[src/rtl/regfile_arbiter_pkg.sv]
// Shared types and constants for the two-port register file arbiter.
// Optional REGFILE_ARB_CLEAR_EN adds the bulk-clear state.
package regfile_arb_pkg;

  localparam int unsigned DEFAULT_DATA_WIDTH = 16;
  localparam int unsigned DEFAULT_MEM_DEPTH  = 8;

  localparam int unsigned PORT0 = 0;
  localparam int unsigned PORT1 = 1;

`ifdef REGFILE_ARB_CLEAR_EN
  typedef enum logic [1:0] {StIdle, StAccess, StRwait, StClear} state_e;
`else
  typedef enum logic [1:0] {StIdle, StAccess, StRwait} state_e;
`endif

endpackage

[src/rtl/regfile_arbiter_if.sv]
// Client-side bus of the register file arbiter: two request ports plus shared read data.
interface regfile_arbiter_if
  import regfile_arb_pkg::*;
#(
  parameter int unsigned DATA_WIDTH = DEFAULT_DATA_WIDTH,
  parameter int unsigned ADDR_WIDTH = $clog2(DEFAULT_MEM_DEPTH)
) ();

  logic                  REQ0;
  logic                  REQ1;
  logic                  WE0;
  logic                  WE1;
  logic [ADDR_WIDTH-1:0] ADDR0;
  logic [ADDR_WIDTH-1:0] ADDR1;
  logic [DATA_WIDTH-1:0] WDATA0;
  logic [DATA_WIDTH-1:0] WDATA1;
  logic                  GNT0;
  logic                  GNT1;
  logic                  WACK0;
  logic                  WACK1;
  logic                  RVALID0;
  logic                  RVALID1;
  logic [DATA_WIDTH-1:0] RDATA;

  // Clients drive requests; the arbiter answers.
  modport master (
    output REQ0, REQ1, WE0, WE1, ADDR0, ADDR1, WDATA0, WDATA1,
    input  GNT0, GNT1, WACK0, WACK1, RVALID0, RVALID1, RDATA
  );

  modport slave (
    input  REQ0, REQ1, WE0, WE1, ADDR0, ADDR1, WDATA0, WDATA1,
    output GNT0, GNT1, WACK0, WACK1, RVALID0, RVALID1, RDATA
  );

endinterface

[src/rtl/regfile_arbiter_rr_arbiter2.sv]
// Two-way round-robin arbiter; the priority pointer flips to the loser on every load.
module rr_arbiter2
  import regfile_arb_pkg::*;
(
  input  logic       CLK,
  input  logic       RST,
  input  logic [1:0] REQ,
  input  logic       LOAD,
  output logic [1:0] WINNER
);

  // prio_q names the port that wins a tie.
  logic prio_q, prio_d;

  always_comb begin
    WINNER = 2'b00;
    unique case (REQ)
      2'b01:   WINNER = 2'b01;
      2'b10:   WINNER = 2'b10;
      2'b11:   WINNER = prio_q ? 2'b10 : 2'b01;
      default: WINNER = 2'b00;
    endcase
  end

  always_comb begin
    prio_d = prio_q;
    if (LOAD && (|REQ)) begin
      prio_d = WINNER[PORT0];
    end
  end

  always_ff @(posedge CLK) begin
    if (RST) begin
      prio_q <= 1'b0;
    end else begin
      prio_q <= prio_d;
    end
  end

endmodule

[src/rtl/regfile_arbiter.sv]
// Shares one single-port register file between two clients, one transaction at a time.
// Define REGFILE_ARB_CLEAR_EN to add the CLR_REQ/CLR_DONE bulk-clear sequence.
module regfile_arbiter
  import regfile_arb_pkg::*;
#(
  parameter int unsigned  DATA_WIDTH = DEFAULT_DATA_WIDTH,
  parameter int unsigned  MEM_DEPTH  = DEFAULT_MEM_DEPTH,
  localparam int unsigned ADDR_WIDTH = $clog2(MEM_DEPTH)
) (
  input  logic                  CLK,
  input  logic                  RST,
  regfile_arbiter_if.slave      bus,
  output logic                  RF_WR_EN,
  output logic                  RF_RD_EN,
  output logic [ADDR_WIDTH-1:0] RF_ADDR,
  output logic [DATA_WIDTH-1:0] RF_WR_DATA,
  input  logic [DATA_WIDTH-1:0] RF_RD_DATA
`ifdef REGFILE_ARB_CLEAR_EN
  ,
  input  logic                  CLR_REQ,
  output logic                  CLR_DONE
`endif
);

  state_e                state_q, state_d;
  logic                  port_q, port_d;
  logic                  we_q, we_d;
  logic [1:0]            gnt_q, gnt_d;
  logic [1:0]            wack_q, wack_d;
  logic [1:0]            rvalid_q, rvalid_d;
  logic [DATA_WIDTH-1:0] rdata_q, rdata_d;
  logic                  rf_wr_en_q, rf_wr_en_d;
  logic                  rf_rd_en_q, rf_rd_en_d;
  logic [ADDR_WIDTH-1:0] rf_addr_q, rf_addr_d;
  logic [DATA_WIDTH-1:0] rf_wr_data_q, rf_wr_data_d;
`ifdef REGFILE_ARB_CLEAR_EN
  logic [ADDR_WIDTH-1:0] cnt_q, cnt_d;
  logic                  clr_done_q, clr_done_d;
`endif

  logic [1:0] req;
  logic [1:0] winner;
  logic       grant_load;

  assign req = {bus.REQ1, bus.REQ0};

  // A pending clear pre-empts client requests, so the pointer must not move then.
`ifdef REGFILE_ARB_CLEAR_EN
  assign grant_load = (state_q == StIdle) && (|req) && !CLR_REQ;
`else
  assign grant_load = (state_q == StIdle) && (|req);
`endif

  rr_arbiter2 u_rr_arbiter2 (
    .CLK    (CLK),
    .RST    (RST),
    .REQ    (req),
    .LOAD   (grant_load),
    .WINNER (winner)
  );

  always_comb begin
    state_d      = state_q;
    port_d       = port_q;
    we_d         = we_q;
    gnt_d        = 2'b00;
    wack_d       = 2'b00;
    rvalid_d     = 2'b00;
    rdata_d      = rdata_q;
    rf_wr_en_d   = 1'b0;
    rf_rd_en_d   = 1'b0;
    rf_addr_d    = rf_addr_q;
    rf_wr_data_d = rf_wr_data_q;
`ifdef REGFILE_ARB_CLEAR_EN
    cnt_d        = cnt_q;
    clr_done_d   = 1'b0;
`endif

    unique case (state_q)
      StIdle: begin
`ifdef REGFILE_ARB_CLEAR_EN
        if (CLR_REQ) begin
          state_d      = StClear;
          cnt_d        = '0;
          rf_wr_en_d   = 1'b1;
          rf_addr_d    = '0;
          rf_wr_data_d = '0;
        end else
`endif
        if (|req) begin
          state_d = StAccess;
          gnt_d   = winner;
          if (winner[PORT1]) begin
            port_d       = 1'b1;
            we_d         = bus.WE1;
            rf_addr_d    = bus.ADDR1;
            rf_wr_data_d = bus.WDATA1;
          end else begin
            port_d       = 1'b0;
            we_d         = bus.WE0;
            rf_addr_d    = bus.ADDR0;
            rf_wr_data_d = bus.WDATA0;
          end
          rf_wr_en_d = we_d;
          rf_rd_en_d = ~we_d;
        end
      end

      StAccess: begin
        if (we_q) begin
          wack_d[port_q] = 1'b1;
          state_d        = StIdle;
        end else begin
          state_d = StRwait;
        end
      end

      // Register file read data is valid one cycle after the read strobe.
      StRwait: begin
        rdata_d          = RF_RD_DATA;
        rvalid_d[port_q] = 1'b1;
        state_d          = StIdle;
      end

`ifdef REGFILE_ARB_CLEAR_EN
      StClear: begin
        if (cnt_q == ADDR_WIDTH'(MEM_DEPTH - 1)) begin
          clr_done_d = 1'b1;
          state_d    = StIdle;
        end else begin
          cnt_d        = cnt_q + 1'b1;
          rf_wr_en_d   = 1'b1;
          rf_addr_d    = cnt_q + 1'b1;
          rf_wr_data_d = '0;
        end
      end
`endif

      default: state_d = StIdle;
    endcase
  end

  always_ff @(posedge CLK) begin
    if (RST) begin
      state_q      <= StIdle;
      port_q       <= 1'b0;
      we_q         <= 1'b0;
      gnt_q        <= 2'b00;
      wack_q       <= 2'b00;
      rvalid_q     <= 2'b00;
      rdata_q      <= '0;
      rf_wr_en_q   <= 1'b0;
      rf_rd_en_q   <= 1'b0;
      rf_addr_q    <= '0;
      rf_wr_data_q <= '0;
`ifdef REGFILE_ARB_CLEAR_EN
      cnt_q        <= '0;
      clr_done_q   <= 1'b0;
`endif
    end else begin
      state_q      <= state_d;
      port_q       <= port_d;
      we_q         <= we_d;
      gnt_q        <= gnt_d;
      wack_q       <= wack_d;
      rvalid_q     <= rvalid_d;
      rdata_q      <= rdata_d;
      rf_wr_en_q   <= rf_wr_en_d;
      rf_rd_en_q   <= rf_rd_en_d;
      rf_addr_q    <= rf_addr_d;
      rf_wr_data_q <= rf_wr_data_d;
`ifdef REGFILE_ARB_CLEAR_EN
      cnt_q        <= cnt_d;
      clr_done_q   <= clr_done_d;
`endif
    end
  end

  assign bus.GNT0    = gnt_q[PORT0];
  assign bus.GNT1    = gnt_q[PORT1];
  assign bus.WACK0   = wack_q[PORT0];
  assign bus.WACK1   = wack_q[PORT1];
  assign bus.RVALID0 = rvalid_q[PORT0];
  assign bus.RVALID1 = rvalid_q[PORT1];
  assign bus.RDATA   = rdata_q;
  assign RF_WR_EN    = rf_wr_en_q;
  assign RF_RD_EN    = rf_rd_en_q;
  assign RF_ADDR     = rf_addr_q;
  assign RF_WR_DATA  = rf_wr_data_q;
`ifdef REGFILE_ARB_CLEAR_EN
  assign CLR_DONE    = clr_done_q;
`endif

endmodule
[src/flat_wrapper.sv]
// flat-port wrapper written by rule: the top's interface ports become plain ports
module regfile_arbiter_flat import regfile_arb_pkg::*;
#(
  parameter int unsigned  DATA_WIDTH = DEFAULT_DATA_WIDTH,
  parameter int unsigned  MEM_DEPTH  = DEFAULT_MEM_DEPTH,
  localparam int unsigned ADDR_WIDTH = $clog2(MEM_DEPTH)
)
  (CLK, RST, RF_WR_EN, RF_RD_EN, RF_ADDR, RF_WR_DATA, RF_RD_DATA, bus_REQ0, bus_REQ1, bus_WE0, bus_WE1, bus_ADDR0, bus_ADDR1, bus_WDATA0, bus_WDATA1, bus_GNT0, bus_GNT1, bus_WACK0, bus_WACK1, bus_RVALID0, bus_RVALID1, bus_RDATA);
  regfile_arbiter_if #(.DATA_WIDTH(DATA_WIDTH)) bus_i ();
  input  logic CLK;
  input  logic RST;
  output logic RF_WR_EN;
  output logic RF_RD_EN;
  output logic [ADDR_WIDTH-1:0] RF_ADDR;
  output logic [DATA_WIDTH-1:0] RF_WR_DATA;
  input  logic [DATA_WIDTH-1:0] RF_RD_DATA;
  input wire logic [$bits(bus_i.REQ0)-1:0] bus_REQ0;
  input wire logic [$bits(bus_i.REQ1)-1:0] bus_REQ1;
  input wire logic [$bits(bus_i.WE0)-1:0] bus_WE0;
  input wire logic [$bits(bus_i.WE1)-1:0] bus_WE1;
  input wire logic [$bits(bus_i.ADDR0)-1:0] bus_ADDR0;
  input wire logic [$bits(bus_i.ADDR1)-1:0] bus_ADDR1;
  input wire logic [$bits(bus_i.WDATA0)-1:0] bus_WDATA0;
  input wire logic [$bits(bus_i.WDATA1)-1:0] bus_WDATA1;
  output wire logic [$bits(bus_i.GNT0)-1:0] bus_GNT0;
  output wire logic [$bits(bus_i.GNT1)-1:0] bus_GNT1;
  output wire logic [$bits(bus_i.WACK0)-1:0] bus_WACK0;
  output wire logic [$bits(bus_i.WACK1)-1:0] bus_WACK1;
  output wire logic [$bits(bus_i.RVALID0)-1:0] bus_RVALID0;
  output wire logic [$bits(bus_i.RVALID1)-1:0] bus_RVALID1;
  output wire logic [$bits(bus_i.RDATA)-1:0] bus_RDATA;
  assign bus_i.REQ0 = bus_REQ0;
  assign bus_i.REQ1 = bus_REQ1;
  assign bus_i.WE0 = bus_WE0;
  assign bus_i.WE1 = bus_WE1;
  assign bus_i.ADDR0 = bus_ADDR0;
  assign bus_i.ADDR1 = bus_ADDR1;
  assign bus_i.WDATA0 = bus_WDATA0;
  assign bus_i.WDATA1 = bus_WDATA1;
  assign bus_GNT0 = bus_i.GNT0;
  assign bus_GNT1 = bus_i.GNT1;
  assign bus_WACK0 = bus_i.WACK0;
  assign bus_WACK1 = bus_i.WACK1;
  assign bus_RVALID0 = bus_i.RVALID0;
  assign bus_RVALID1 = bus_i.RVALID1;
  assign bus_RDATA = bus_i.RDATA;
  regfile_arbiter #(.DATA_WIDTH(DATA_WIDTH), .MEM_DEPTH(MEM_DEPTH)) u_core (.CLK(CLK), .RST(RST), .bus(bus_i), .RF_WR_EN(RF_WR_EN), .RF_RD_EN(RF_RD_EN), .RF_ADDR(RF_ADDR), .RF_WR_DATA(RF_WR_DATA), .RF_RD_DATA(RF_RD_DATA));
endmodule
[config.mk]
export PLATFORM = sky130hd
export DESIGN_NAME = regfile_arbiter_flat
export DESIGN_NICKNAME = d
export VERILOG_FILES = /design/src/rtl/regfile_arbiter_pkg.sv /design/src/rtl/regfile_arbiter_if.sv /design/src/rtl/regfile_arbiter_rr_arbiter2.sv /design/src/rtl/regfile_arbiter.sv /design/src/flat_wrapper.sv
export SDC_FILE = /design/constraint.sdc
export NUM_CORES = 1
export LEC_CHECK = 0
export ABC_AREA = 1
export BUFFER_PORTS_ARGS = -buffer_cell sky130_fd_sc_hd__buf_2
export CORE_MARGIN = 3
export CORE_UTILIZATION = 44
export CTS_CLUSTER_DIAMETER = 200
export DETAILED_ROUTE_END_ITERATION = 10
export PLACE_DENSITY = 0.79
export SYNTH_ARGS = -nofsm -noshare
export SYNTH_HDL_FRONTEND = slang
export SYNTH_SLANG_ARGS = --single-unit
[constraint.sdc]
create_clock -name CLK -period 1.5 [get_ports CLK]
set_clock_uncertainty 0.1 [all_clocks]
set_input_delay 0.3 -clock CLK [delete_from_list [all_inputs] [get_ports CLK]]
set_output_delay 0.3 -clock CLK [all_outputs]
set_load 0.03 [all_outputs]
Word-level counts from Yosys, hierarchy flattened
Cells that the tools add are included.

Reduce and logical (&&, ||, !) cells: 9. Multiplexer cells: 13. Eq/ne operators: 6. Bitwise operators: 6. $lt $le $gt $ge: 2.

Operators by type and width (number): two-way mux 16 bit (1); == test 2 bit (second input constant) (3); two-way mux 2 bit (3); NOT 1 bit (6); one-hot mux 2 bit (3 select lines) (1); OR reduction 3 bit (2); two-way mux 1 bit (5); == test 2 x 1 -> 1 bit (second input constant) (2); one-hot mux 2 bit (2 select lines) (1); OR reduction 2 bit (2); logical AND 1 bit (3); two-way mux 3 bit (1); zero test 2 bit (1); less-than comparator 1 x 2 -> 1 bit (second input constant) (1); != test 2 bit (second input constant) (1); AND reduction 2 bit (1); demux 1 bit (select 1 bit) (1); >= comparator 1 bit (second input constant) (1).

Register bits after elaboration: 48. Input port bits: 60. Logic and storage cells: 48.

Logic depth before layout (Yosys ltp)
Gate-level depths: netlist of run 1.

Depth after elaboration: 6. Depth in mapped cells: 8.

By module
A second synthesis of run 1 with hierarchy kept.

Cells, all modules: 271. Area, all modules: 1954.4 um2.

By module, submodules not included: regfile_arbiter (instances 1, area an instance 1889.3 um2, cells each 262); rr_arbiter2 (instances 1, area an instance 65.1 um2, cells each 9).

Worst setup path before layout of run 1
OpenSTA, ideal clock, no wires.

Path kind: register -> register. Start: register u_core.state_q[0]. End: register u_core.rf_addr_q[0] (netlist: u_core.RF_ADDR[0]). Buffers on the path: 1. Arrival: 0.953 ns. Path slack: 0.334 ns. Setup time: 0.113 ns. Cell stages (with the launch flop): 8. Path through: dfxtp_1 > nor2_2 > nand2_4 > nand2_4 > inv_6 > buf_8 > nand2_1 > nand2_1.

Cells in the longest elaborated chain, start to end: 2.

RTL lines: start: declaration (RTL line regfile_arbiter.sv:25) `state_e state_q, state_d;`; start signal: assignment (RTL line regfile_arbiter.sv:145) `state_q <= StIdle;`; start signal: assignment (RTL line regfile_arbiter.sv:161) `state_q <= state_d;`; zero test 2 bit (RTL line regfile_arbiter.sv:79) `unique case (state_q)`; AND reduction 2 bit (no line); end signal: assignment (RTL line regfile_arbiter.sv:170) `rf_addr_q <= rf_addr_d;`; end: declaration (RTL line regfile_arbiter.sv:34) `logic [ADDR_WIDTH-1:0] rf_addr_q, rf_addr_d;`.

Every way passes these cells. A chain may end at the register's enable or synchronous reset.

Final worst setup path of run 1
Start: register u_core.state_q[0]. End: register u_core.port_q.

Cells in the longest elaborated chain, start to end: 2.

RTL lines: zero test 2 bit (RTL line regfile_arbiter.sv:79); AND reduction 2 bit (no line); end signal: assignment (RTL line regfile_arbiter.sv:162) `port_q <= port_d;`; end: declaration (RTL line regfile_arbiter.sv:26) `logic port_q, port_d;`.

Every way passes these cells.

==> flow_summary.json, run 1 <==
{
  "start_util": 0.469,
  "fin_crit_sh": 0.881,
  "avgSynthCellArea_um2": 7.42,
  "relSlewSlack": 0.799,
  "fin_nets": 425,
  "async_reset_ff_frac": 0,
  "wl_per_cell_um": 11.5,
  "synth_top_family_by_area": "simple AND/OR/NAND/NOR gates",
  "die_h_um": 72.5,
  "status": "completed",
  "worstPathCellList": "nor2_2 -> nand2_4 -> nor2_8 -> nand2_1 -> o21ai_0",
  "tightest_slew_ns": 0.302,
  "path_clk_slew_ns": 0.09,
  "grt_pass1_wl_um": 7620,
  "io_buffers": 102,
  "worst_slack_ns": 0.178,
  "n_antenna_cell": 0,
  "cts_buffers": 5,
  "p_switching_uw": 912,
  "leakagePower_nw": 1.50,
  "fin_setup_tns_ns": 0,
  "rows": 23,
  "core_um2": 4140,
  "crit_type": "reg2reg",
  "power_density_nw_per_um2": 1090,
  "finalWirelength_um": 4790,
  "fmax_mhz": 756,
  "end_kind": "flip-flop",
  "vias": 1915,
  "ir_drop_v": 0.000611,
  "preCtsSetupSlack_ns": 0.174,
  "syn2layout_area_growth_pct": 33.3,
  "rsz0062_at_grt": "false",
  "post_cts_resized": 0,
  "die_area_um2": 5250,
  "drt-vias-per-instance": 4.60,
  "insertion_delay_ns": 0.30,
  "drive_gt1_frac": 0.344,
  "synthCells": 262,
  "h-tree-depth": 2,
  "synth_top_area_share": 0.494,
  "syn_nets": 322,
  "route.detailed.drc": 0,
  "critPathLaunchType": "flip-flop",
  "cts.sinks": 48,
  "clockBufferDepth": 2,
  "arrival_ns": 1.45,
  "cts-root-buf": "clkbuf_8",
  "hp-class": "in2reg",
  "synth_edf_count": 0,
  "first_iter_violations": 72,
  "yosys_most_used_dff": "dfxtp_1",
  "synth.distinct_cells": 20,
  "post_cts_buffers": 0,
  "grt_pass1_vias": 1723,
  "pwr-share-comb": 0.227,
  "yosys_warnings": 0,
  "finalHoldViolations": 0,
  "worstPathRequired_ns": 1.62,
  "p_int_mw": 1.92,
  "synth_fa_ha_area_frac": 0,
  "finalMaxSlewViolations": 0,
  "ys_ff_latch": 48,
  "first_pass_iters": 4,
  "ys_top_cells_by_area": "dfxtp_1 (49%), nand2_1 (16%), nor2_1 (6.9%)",
  "detailed_place_hpwl_um": 3650,
  "synthMuxAreaShare": 0,
  "synth_xor_area_frac": 0,
  "netlist_top_cells_count": "nand2_1 (84), dfxtp_1 (48), nor2_1 (36)",
  "holdBufCountCts": 0,
  "synth-simple-area-share": 0.371,
  "synth_area_um2": 1940,
  "dieWidth_um": 72.5,
  "tritoncts": "built",
  "post-synth-top-count-cell": "nand2_1",
  "ios": 103,
  "seqPwrFrac": 0.503,
  "gp_congestion": 0.768,
  "grt_overflow": 0,
  "yosysSeqAreaShare": 0.494,
  "grt_max_degree": 24,
  "yosys.area.top_type": "dfxtp_1",
  "setup_violations": 0,
  "crit_fanout": 23,
  "ant_nets": 0,
  "cap_viol_max_count": 0,
  "swShare": 0.322,
  "slowest_stage": "dfxtp_1",
  "slowest_delay_ns": 0.37,
  "synth_compound_area_frac": 0.0463,
  "grt_usage": 0.184,
  "min_period_ns": 1.32,
  "clockPowerShare": 0.270,
  "antenna_found_initial": 0
}
[logic make-up after synthesis]
kind of cell,after synthesis
simple gates,161
flops,48
buf+inv,35
compound gates,18
[flip-flops by register name (all words and copies together) (netlist names), 2 cells and up]
register and cells:
u_core.RF_ADDR 3, u_core.RF_WR_DATA 16, u_core.bus.RDATA 16, u_core.gnt_q 2, u_core.rvalid_q 2, u_core.state_q 2
u_core.wack_q 2
[through the flow]
stage | instances | cell area, um^2 | power, mW | hold WS, ns | util
floorplan | 262 | 1940 | 1.88 | 0.277 | -
global placement | 408 | 2500 | 2.09 | 0.330 | 0.603
detailed placement | 408 | 2500 | 2.10 | 0.335 | 0.603
CTS | 416 | 2590 | 2.87 | 0.107 | 0.625
global route | 416 | 2590 | 2.98 | 0.106 | 0.625
finish | 416 | 2590 | 2.83 | 0.117 | 0.625
[final timing paths]
| kind | startpoint | to | slack, ns | cells after the start |
|---|---|---|---|---|
| max | u_core.state_q[0] | u_core.port_q | 0.18 | 5 |
| min | RF_RD_DATA[3] | u_core.bus.RDATA[3] | 0.12 | 3 |
| max reg2reg | u_core.state_q[0] | u_core.port_q | 0.18 | 5 |
| min reg2reg | u_core.RF_WR_DATA[14] | u_core.RF_WR_DATA[14] | 0.35 | 2 |
[worst max-delay path: cells and delay by family, from the launching register on]
kind,cells,cell delay (ns)
AOI/OAI and AO/OA,1,0.10
DFF,1,0.37
and+or+nand+nor,4,0.68
[cells in the final DEF (no fill, tap or decap), types with 5 or more instances in the layout]
master and n:
buf_2 102, buf_4 6, nand3b_1 10, inv_1 19, clkbuf_8 5, nor2_1 36, o21ai_0 18, nand3_1 22
dfxtp_1 48, nand2_1 84
[power groups by stage]
| stage | combinational (mW) | sequential [mW] | clock [mW] |
|---|---|---|---|
| floorplan | 0.252 | 1.63 | 0 |
| global placement | 0.636 | 1.45 | 0 |
| detailed placement | 0.649 | 1.45 | 0 |
| CTS | 0.651 | 1.42 | 0.795 |
| global route | 0.707 | 1.44 | 0.832 |
| finish | 0.643 | 1.43 | 0.766 |
[final cells by class]
cell class                 count  area [um^2]
fill                         380         1550
sequential                    48          961
multi-input combinational    179          812
timing repair buffer         109          576
inverter                      22         87.6
clock buffer                   5         68.8
tap                           50         62.6
clock inverter                 3         23.8
[per-layer routing]
layer,vias to the layer above,GRT usage,wire length [um],part of all wire
met2,59,0.315,2330,0.49
met3,7,0.0499,328,0.068
li1,1018,-,-,-
met5,-,0,0,0
met4,0,0.0697,65,0.014
met1,831,0.219,2070,0.43
No activity file was read; power rests on OpenSTA's default activity.
==> run 2, diff against run 1 <==
Settings changed: ABC_AREA 1 to 0, CORE_UTILIZATION 44 to 43, PLACE_DENSITY 0.79 to 0.78.
==> flow_summary.json, run 2 <==
{
  "cap_viol_max_count": 0,
  "gp_congestion": 0.709,
  "yosys_most_used_dff": "dfxtp_1",
  "grt_pass1_vias": 1582,
  "cts.sinks": 48,
  "antenna_found_initial": 0,
  "p_switching_uw": 827,
  "preCtsSetupSlack_ns": -0.0628,
  "postLayoutCellArea_um2": 2620,
  "synth_edf_count": 0,
  "power_density_nw_per_um2": 1160,
  "wl_per_cell_um": 12.6,
  "synth.distinct_cells": 24,
  "core_um2": 4090,
  "drive_gt1_frac": 0.525,
  "seq_area_um2": 961,
  "clockBufferDepth": 2,
  "yosys.area.top_type": "dfxtp_1",
  "n_antenna_cell": 0,
  "fin_nets": 339,
  "grt_overflow": 0,
  "insertion_delay_ns": 0.29,
  "ant_nets": 0,
  "io_buffers": 102,
  "grt_pass1_wl_um": 6910,
  "worstPathRequired_ns": 1.64,
  "fill_cells": 324,
  "die_h_um": 71.7,
  "rows": 23,
  "finalHoldViolations": 0,
  "hp-class": "in2reg",
  "ios": 103,
  "path_clk_slew_ns": 0.09,
  "fmax_mhz": 689,
  "netlist_top_cells_count": "dfxtp_1 (48), nand2_1 (33), mux2i_1 (20)",
  "synthCells": 171,
  "worst_slack_ns": 0.0480,
  "tritoncts": "built",
  "mostFrequentLayoutCell": "buf_2",
  "rsz0062_at_grt": "false",
  "post_cts_buffers": 0,
  "finalWirelength_um": 4160,
  "ir_drop_v": 0.000654,
  "tightest_slew_ns": 0.199,
  "first_pass_iters": 4,
  "pwr-share-comb": 0.205,
  "fin_crit_sh": 0.968,
  "yosys_warnings": 0,
  "ys_ff_latch": 48,
  "post_cts_resized": 1,
  "leakagePower_nw": 1.33,
  "cts_buffers": 5,
  "route.detailed.drc": 0,
  "setup_violations": 0,
  "synth_area_um2": 1850,
  "crit_type": "reg2reg",
  "dpl-instance-area_um2": 2490,
  "layout_common_cells": "buf_2 (102), dfxtp_1 (48), nand2_1 (33)",
  "holdBufCountCts": 0,
  "finalMaxSlewViolations": 0,
  "post-synth-top-count-cell": "dfxtp_1",
  "cts-root-buf": "clkbuf_8",
  "arrival_ns": 1.59,
  "syn_nets": 231,
  "crit_fanout": 17,
  "h-tree-depth": 2,
  "multi_input_area_um2": 823,
  "seqPwrFrac": 0.468,
  "vias": 1566,
  "critPathLaunchType": "flip-flop",
  "avgSynthCellArea_um2": 10.8,
  "end_kind": "flip-flop",
  "relSlewSlack": 0.864,
  "syn2layout_area_growth_pct": 41.3,
  "swShare": 0.272,
  "p_int_mw": 2.21,
  "synth_top_area_share": 0.518,
  "start_util": 0.454,
  "clockPowerShare": 0.327,
  "min_period_ns": 1.45,
  "detailed_place_hpwl_um": 3150,
  "status": "completed",
  "async_reset_ff_frac": 0,
  "grt_max_degree": 23,
  "dieWidth_um": 71.7,
  "die_area_um2": 5140,
  "drt-vias-per-instance": 4.75,
  "first_iter_violations": 51,
  "grt_usage": 0.168,
  "yosysSeqAreaShare": 0.518,
  "ys_top_cells_by_area": "dfxtp_1 (52%), o2bb2ai_2 (15%), mux2i_1 (11%)"
}
run 2: changes by cell type in the layout (fill, tap and decap cells not counted), moves of 10 or more:
cell | before | now
a21oi_1 | 0 | 16
nand3_1 | 22 | 0
inv_1 | 19 | 1
nand3b_1 | 10 | 0
nand2_1 | 84 | 33
mux2i_1 | 0 | 20
o21ai_0 | 18 | 0
o2bb2ai_2 | 0 | 19
nor2_1 | 36 | 4
run 2: logic make-up after synthesis:
| family | after synthesis | share of synthesized area |
|---|---|---|
| flops | 48 | 0.518 |
| simple gates | 49 | 0.118 |
| compound gates | 39 | 0.213 |
| mux | 20 | 0.108 |
| buf+inv | 15 | 0.0432 |
run 2: worst max-delay path, stage by stage (launching register included):
cell,delay [ns]
dfxtp_1,0.33
or4_4,0.58
buf_12,0.18
nor2_2,0.12
a21o_1,0.08
run 2: layout make-up:
class	count	share of cell area
inverters	2	0.00334
repair buffers	114	0.244
well taps	50	0.0239
flip-flops and latches	48	0.367
clock inverters	1	0.0115
clock buffers	7	0.0368
multi-input cells	108	0.314
run 2: worst paths after layout:
kind | startpoint | end | slack, ns | depth (start not counted)
setup / recovery | u_core.state_q[0] | u_core.port_q | 0.05 | 4
hold / removal | RF_RD_DATA[14] | u_core.bus.RDATA[14] | 0.14 | 3
setup reg to reg | u_core.state_q[0] | u_core.port_q | 0.05 | 4
hold reg to reg | u_core.bus.RDATA[4] | u_core.bus.RDATA[4] | 0.36 | 2
run 2: metal layers:
layer  vias to the layer above  wire [um]  part of all wire  global-route usage
met5                         -          0                 0                   0
met4                         0         44             0.011              0.0438
met3                         4        218             0.052              0.0463
met2                        40       2190              0.53               0.307
met1                       714       1700              0.41               0.190
li1                        808          -                 -                   -
run 2: through the flow:
| step | TNS (ns) | power (mW) | hold slack, ns | instances | utilization |
|---|---|---|---|---|---|
| detailed placement | -0.122 | 2.08 | 0.343 | 322 | 0.609 |
| floorplan | 0 | 1.84 | 0.326 | 171 | - |
| finish | 0 | 3.04 | 0.135 | 330 | 0.641 |
| global route | 0 | 3.17 | 0.127 | 330 | 0.641 |
| CTS | 0 | 3.07 | 0.127 | 330 | 0.641 |
| global placement | -0.0405 | 2.07 | 0.339 | 322 | 0.609 |
run 2: power groups by stage:
stage,Clock [mW],Combinational (mW),Sequential [mW]
after CTS,1.02,0.632,1.42
after detailed placement,0,0.629,1.45
final,0.994,0.623,1.42
after global placement,0,0.619,1.45
after floorplan,0,0.240,1.60
after global routing,1.06,0.675,1.43
